--- config.mk ---
export PLATFORM = sky130hd
export DESIGN_NAME = clk_div_multi
export DESIGN_NICKNAME = d
export VERILOG_FILES = /design/src/rtl/clk_div_pkg.sv /design/src/rtl/clk_div_chan.sv /design/src/rtl/clk_div_multi.sv
export SDC_FILE = /design/constraint.sdc
export NUM_CORES = 1
export LEC_CHECK = 0
export BUFFER_PORTS_ARGS = -buffer_cell sky130_fd_sc_hd__buf_2
export CELL_PAD_IN_SITES_DETAIL_PLACEMENT = 1
export CELL_PAD_IN_SITES_GLOBAL_PLACEMENT = 1
export CORE_MARGIN = 8
export CORE_UTILIZATION = 46
export CTS_CLUSTER_DIAMETER = 80
export DETAILED_ROUTE_END_ITERATION = 8
export HOLD_SLACK_MARGIN = 0.02
export PLACE_DENSITY = 0.82
export RECOVER_POWER = 25
export SLEW_MARGIN = 20
export SYNTH_ARGS = -nofsm -noshare
export SYNTH_HDL_FRONTEND = slang
export SYNTH_SLANG_ARGS = --single-unit
--- constraint.sdc ---
create_clock -name clk_in -period 3.8 [get_ports clk_in]
set_input_delay 0.19 -clock clk_in [delete_from_list [all_inputs] [get_ports clk_in]]
set_output_delay 0.19 -clock clk_in [all_outputs]
set_load 0.05 [all_outputs]
--- src/rtl/clk_div_pkg.sv ---
// Shared types and helpers for the multi-channel programmable clock divider.
// Helpers work at DIV_W_MAX bits; callers cast their DIV_W values in and out.
package clk_div_pkg;

  localparam int DIV_W_DEFAULT = 16;
  localparam int DIV_W_MAX     = 32;

  typedef enum logic {
    ST_IDLE = 1'b0,
    ST_RUN  = 1'b1
  } chan_state_e;

  // Length of the high phase of clk_sq: ceil(n/2), computed without overflow.
  function automatic logic [DIV_W_MAX-1:0] half_hi(input logic [DIV_W_MAX-1:0] n);
    logic [DIV_W_MAX:0] w_sum;
    w_sum = {1'b0, n} + {{DIV_W_MAX{1'b0}}, 1'b1};
    return w_sum[DIV_W_MAX:1];
  endfunction

  // A zero divisor is meaningless; it is stored as 1.
  function automatic logic [DIV_W_MAX-1:0] sanitize(input logic [DIV_W_MAX-1:0] n);
    logic [DIV_W_MAX-1:0] w_res;
    if (n == {DIV_W_MAX{1'b0}}) begin
      w_res = {{(DIV_W_MAX-1){1'b0}}, 1'b1};
    end else begin
      w_res = n;
    end
    return w_res;
  endfunction

endpackage

--- src/rtl/clk_div_chan.sv ---
// One divider channel: counter, active/staged divisor, registered tick and clk_sq.
// Divisor changes while running are deferred to a period boundary so no runt periods appear.
module clk_div_chan
  import clk_div_pkg::*;
#(
  parameter int DIV_W       = DIV_W_DEFAULT,
  parameter int DEFAULT_DIV = 4
) (
  input  logic             clk_in,
  input  logic             rst,
  input  logic             en,
  input  logic             sync,
  input  logic             div_ld,
  input  logic [DIV_W-1:0] div_val,
  output logic             tick,
  output logic             clk_sq,
  output logic [DIV_W-1:0] div_cur
);

  localparam logic [DIV_W-1:0] ZERO    = {DIV_W{1'b0}};
  localparam logic [DIV_W-1:0] ONE     = {{(DIV_W-1){1'b0}}, 1'b1};
  localparam logic [DIV_W-1:0] DEF_DIV = DIV_W'(DEFAULT_DIV);

  chan_state_e      r_state,    w_state_nxt;
  logic [DIV_W-1:0] r_cnt,      w_cnt_nxt;
  logic [DIV_W-1:0] r_div_act,  w_act_nxt;
  logic [DIV_W-1:0] r_div_pend, w_pend_nxt;
  logic             r_pend_vld, w_pend_vld_nxt;
  logic             r_tick,     w_tick_nxt;
  logic             r_clk_sq,   w_sq_nxt;

  logic [DIV_W-1:0] w_ld_val;
  logic [DIV_W-1:0] w_pend_val_in;
  logic             w_pend_vld_in;
  logic [DIV_W-1:0] w_act_bound;
  logic             w_last;
  logic             w_hi;

  // A load arriving this cycle supersedes any staged value (last write wins).
  assign w_ld_val      = DIV_W'(sanitize(DIV_W_MAX'(div_val)));
  assign w_pend_vld_in = div_ld | r_pend_vld;
  assign w_pend_val_in = div_ld ? w_ld_val : r_div_pend;
  assign w_act_bound   = w_pend_vld_in ? w_pend_val_in : r_div_act;
  assign w_last        = (r_cnt == (r_div_act - ONE));
  assign w_hi          = (r_cnt < DIV_W'(half_hi(DIV_W_MAX'(r_div_act))));

  // Next-state and next-output logic for the channel FSM.
  always_comb begin
    w_state_nxt    = r_state;
    w_cnt_nxt      = r_cnt;
    w_act_nxt      = r_div_act;
    w_pend_nxt     = w_pend_val_in;
    w_pend_vld_nxt = r_pend_vld;
    w_tick_nxt     = 1'b0;
    w_sq_nxt       = 1'b0;
    case (r_state)
      ST_IDLE: begin
        w_act_nxt      = w_act_bound;
        w_pend_vld_nxt = 1'b0;
        if (en) begin
          // Entry edge is count edge 1 with cnt=0, so the high phase starts here.
          w_state_nxt = ST_RUN;
          w_sq_nxt    = 1'b1;
          if (w_act_bound == ONE) begin
            w_cnt_nxt  = ZERO;
            w_tick_nxt = 1'b1;
          end else begin
            w_cnt_nxt  = ONE;
            w_tick_nxt = 1'b0;
          end
        end else begin
          w_cnt_nxt = ZERO;
        end
      end
      ST_RUN: begin
        if (!en) begin
          w_state_nxt    = ST_IDLE;
          w_cnt_nxt      = ZERO;
          w_act_nxt      = w_act_bound;
          w_pend_vld_nxt = 1'b0;
        end else if (sync || w_last) begin
          w_cnt_nxt      = ZERO;
          w_act_nxt      = w_act_bound;
          w_pend_vld_nxt = 1'b0;
          w_tick_nxt     = ~sync;
          w_sq_nxt       = sync | w_hi;
        end else begin
          w_cnt_nxt      = r_cnt + ONE;
          w_pend_vld_nxt = w_pend_vld_in;
          w_sq_nxt       = w_hi;
        end
      end
      default: begin
        w_state_nxt = ST_IDLE;
        w_cnt_nxt   = ZERO;
      end
    endcase
  end

  // Channel state registers with asynchronous reset.
  always_ff @(posedge clk_in or posedge rst) begin
    if (rst) begin
      r_state    <= ST_IDLE;
      r_cnt      <= ZERO;
      r_div_act  <= DEF_DIV;
      r_div_pend <= DEF_DIV;
      r_pend_vld <= 1'b0;
      r_tick     <= 1'b0;
      r_clk_sq   <= 1'b0;
    end else begin
      r_state    <= w_state_nxt;
      r_cnt      <= w_cnt_nxt;
      r_div_act  <= w_act_nxt;
      r_div_pend <= w_pend_nxt;
      r_pend_vld <= w_pend_vld_nxt;
      r_tick     <= w_tick_nxt;
      r_clk_sq   <= w_sq_nxt;
    end
  end

  assign tick    = r_tick;
  assign clk_sq  = r_clk_sq;
  assign div_cur = r_div_act;

endmodule

--- src/rtl/clk_div_multi.sv ---
// Multi-channel runtime-programmable clock divider: slices the buses and
// fans out clk_in, rst and sync to one clk_div_chan per channel.
module clk_div_multi
  import clk_div_pkg::*;
#(
  parameter int CHANNELS    = 2,
  parameter int DIV_W       = DIV_W_DEFAULT,
  parameter int DEFAULT_DIV = 4
) (
  input  logic                      clk_in,
  input  logic                      rst,
  input  logic [CHANNELS-1:0]       en,
  input  logic                      sync,
  input  logic [CHANNELS-1:0]       div_ld,
  input  logic [CHANNELS*DIV_W-1:0] div_val,
  output logic [CHANNELS-1:0]       tick,
  output logic [CHANNELS-1:0]       clk_sq,
  output logic [CHANNELS*DIV_W-1:0] div_cur
);

  for (genvar g = 0; g < CHANNELS; g++) begin : g_chan
    clk_div_chan #(
      .DIV_W       (DIV_W),
      .DEFAULT_DIV (DEFAULT_DIV)
    ) u_chan (
      .clk_in  (clk_in),
      .rst     (rst),
      .en      (en[g]),
      .sync    (sync),
      .div_ld  (div_ld[g]),
      .div_val (div_val[g*DIV_W +: DIV_W]),
      .tick    (tick[g]),
      .clk_sq  (clk_sq[g]),
      .div_cur (div_cur[g*DIV_W +: DIV_W])
    );
  end

endmodule

==> results.yml <==
global_routing:
  grt_max_degree: 81
  grt_use_total: 0.227
  antenna_found_initial: 0
  grt_pass1_wl_mm: 37.0
  grt_pass1_vias: 7101
  overflow: 0
cells_and_area:
  final-seq-area_sq_mm: 0.00261
  layout_common_cells: "100 x dfrtp_1, 97 x nor2_1, 72 x buf_2"
  post_route_cells_drive_above_1_share: 0.186
  post-route-util: 0.514
  multi_input_area_sq_mm: 0.00449
  final_area_sq_mm: 0.00817
  nFillCells: 1889
  layout_commonest_cell: "dfrtp_1"
  layout.nets: 916
  antenna_cells: 0
  area_growth_pct: 9.64
cts:
  cts_tree: "built"
  ctsResizeCount: 0
  cts_root_buffer: "clkbuf_16"
  clockBufferDepth: 2
  htree_num_levels: 3
  cts.sinks: 104
  cts_setup_buffers: 0
  clk_transition_reported_paths_ns: 0.08
  numCtsBuffers: 9
  clk_latency_ns: 0.37
  hold_buffers: 0
sta:
  maxSlewViolCount: 81
  finalCriticalPeriod_ns: 3.44
  skew_ns: 0.0111
  rsz0062_at_grt: "no"
  post-route-period-util: 0.906
  setup-violations-final: 0
  max_slew_margin: -1.12
  finalHoldViolations: 0
  setup-tns-final_ns: 0
  fmax_mhz: 290
  tightest_slew_ns: 3.18
route:
  dr.pass1.iters: 5
  route.detailed.wl_per_inst_um: 21.0
  drc: 0
  drt-total-wl_mm: 22.3
  via_per_inst: 6.10
  antenna_left: 0
  vias: 6479
  drtIter0Drc: 281
placed_design:
  hpwl_mm: 16.5
  place_area_sq_mm: 0.00788
  gp_congestion: 0.888
  port_buffers: 74
logic_synthesis:
  synth-main-ff-cell: "dfrtp_1"
  synthDistinctLibCells: 71
  synth_nets: 883
  syn_area_sq_mm: 0.00745
  synth_edf_count: 0
  async_reset_ff_frac: 1.00
  ys_seq_area_frac: 0.350
  ys_warn_count: 0
  syn_inst: 808
  synth-seq-cells: 104
  syn_avg_cell_area_sq_um: 9.22
power:
  p_switching_mw: 1.37
  internal_power_mw: 2.03
  leakage_nw: 3.40
  pwr-share-comb: 0.300
  pwr-share-clk: 0.276
  switching_share: 0.403
  vdd_drop_max_v: 0.000293
  pwr-share-seq: 0.424
  powerDensity_mw_per_mm2: 415
outcome:
  status: "complete, but fails checks"
  violations: "capacitance limit, slew limit"
job:
  maxCapViolCount: 1
setup_path:
  path_max_fanout: 14
  required_ns: 4.06
  arrival_ns: 3.71
  reg2reg_slack_ns: 0.36
  cp-end-kind: "flip-flop"
  crit_type: "reg2reg"
  startpoint_type: "flip-flop"
die:
  placementRows: 46
  io_pins: 75
  core_sq_mm: 0.0159
  start_util: 0.469
  die_h_um: 143
  die_x_um: 143
  die_area_sq_mm: 0.0205
worst_hold_path:
  hold_path.class: "in2reg"
==> power by group through the flow <==
stage | registers [mW] | logic, mW | clock network, mW
after floorplan | 1.51 | 0.662 | 0
after global routing | 1.46 | 1.10 | 0.996
final | 1.44 | 1.02 | 0.937
after detailed placement | 1.45 | 1.01 | 0
after global placement | 1.44 | 0.961 | 0
after CTS | 1.43 | 1.02 | 0.959
==> logic make-up (layout without fill, tap and decap cells) <==
kind of cell | Yosys count | after routing | synth area share
XOR/XNOR | 87 | 87 | 0.102
adder cells (fa/ha/maj) | 36 | 36 | 0.0605
AND/OR/NAND/NOR | 315 | 315 | 0.230
multiplexers | 51 | 51 | 0.0763
AO/OA/AOI/OAI | 135 | 135 | 0.134
buffers and inverters | 80 | 118 | 0.0467
flip-flops | 104 | 104 | 0.350
==> cells in the mapped netlist (8+ instances only) <==
master	number	area share
or4_1	8	0.0081
nor2b_1	12	0.010
dfrtp_1	100	0.34
o21ai_0	26	0.017
nand4_1	17	0.014
clkbuf_1	36	0.018
a21o_1	14	0.014
and3_1	11	0.0092
a221o_1	10	0.013
buf_2	14	0.0094
a21oi_1	21	0.014
ha_1	36	0.060
a211oi_1	13	0.013
nor3_1	21	0.014
nor4_1	26	0.022
or3_1	8	0.0067
nand2_1	32	0.016
nor2_1	97	0.049
nand2b_1	8	0.0067
mux2_1	12	0.018
nand3_1	34	0.023
inv_1	19	0.0096
xnor2_1	43	0.051
xor2_1	44	0.052
mux2_2	34	0.051
==> layer usage <==
layer / vias to the layer above / share of wire / GRT usage
li1: 2987 / - / -
met3: 53 / 0.035 / 0.0414
met1: 3298 / 0.41 / 0.257
met5: - / 0 / 0
met4: 0 / 0.027 / 0.0863
met2: 141 / 0.53 / 0.415
==> sequential cells by signal, summed over array words and instances (netlist names) <==
name and flops:
g_chan.u_chan.tick 2, g_chan.u_chan.r_div_pend 32, g_chan.u_chan.r_cnt 32, g_chan.u_chan.clk_sq 2, g_chan.u_chan.r_pend_vld 2, g_chan.u_chan.r_state 2
g_chan.u_chan.div_cur 32
==> worst paths after layout <==
check	startpoint	to	depth (start not counted)
worst min register to register	g_chan[0].u_chan.r_div_pend[0]	g_chan[0].u_chan.r_div_pend[0]	1
worst max-delay path	g_chan[1].u_chan.div_cur[2]	g_chan[1].u_chan.clk_sq	13
worst max register to register	g_chan[1].u_chan.div_cur[2]	g_chan[1].u_chan.clk_sq	13
min in group asynchronous	rst	g_chan[0].u_chan.r_cnt[5]	2
worst min-delay path	div_val[7]	g_chan[0].u_chan.r_div_pend[7]	3
max in group asynchronous	rst	g_chan[1].u_chan.r_div_pend[8]	2
==> per-stage QoR <==
step | power (mW) | setup WS [ns] | hold slack, ns | instances
floorplan | 2.17 | 0.611 | 0.221 | 808
global placement | 2.40 | 0.655 | 0.428 | 1046
detailed placement | 2.46 | 0.482 | 0.442 | 1046
CTS | 3.41 | 0.379 | 0.0594 | 1062
global route | 3.55 | 0.172 | 0.0813 | 1062
finish | 3.39 | 0.357 | 0.0630 | 1062
==> final cells by class <==
| class | instances | share of cell area |
|---|---|---|
| Multi-Input combinational cell | 624 | 0.550 |
| Inverter | 19 | 0.00873 |
| Clock inverter | 7 | 0.00781 |
| Tap cell | 216 | 0.0331 |
| Sequential cell | 104 | 0.319 |
| Clock buffer | 9 | 0.0276 |
| Timing Repair Buffer | 83 | 0.0533 |
==> critical path, cell delays in order, from the launching register on <==
cell,delay (ns)
dfstp_2,0.70
and3_1,0.22
and2_1,0.21
nand4_1,0.26
nor2_1,0.27
nand3_1,0.15
xor2_1,0.20
ha_1,0.33
a21o_1,0.17
a21o_1,0.17
a21o_1,0.17
a21oi_1,0.13
o21ai_0,0.14
a21oi_1,0.22
No activity file was read; power rests on OpenSTA's default activity.
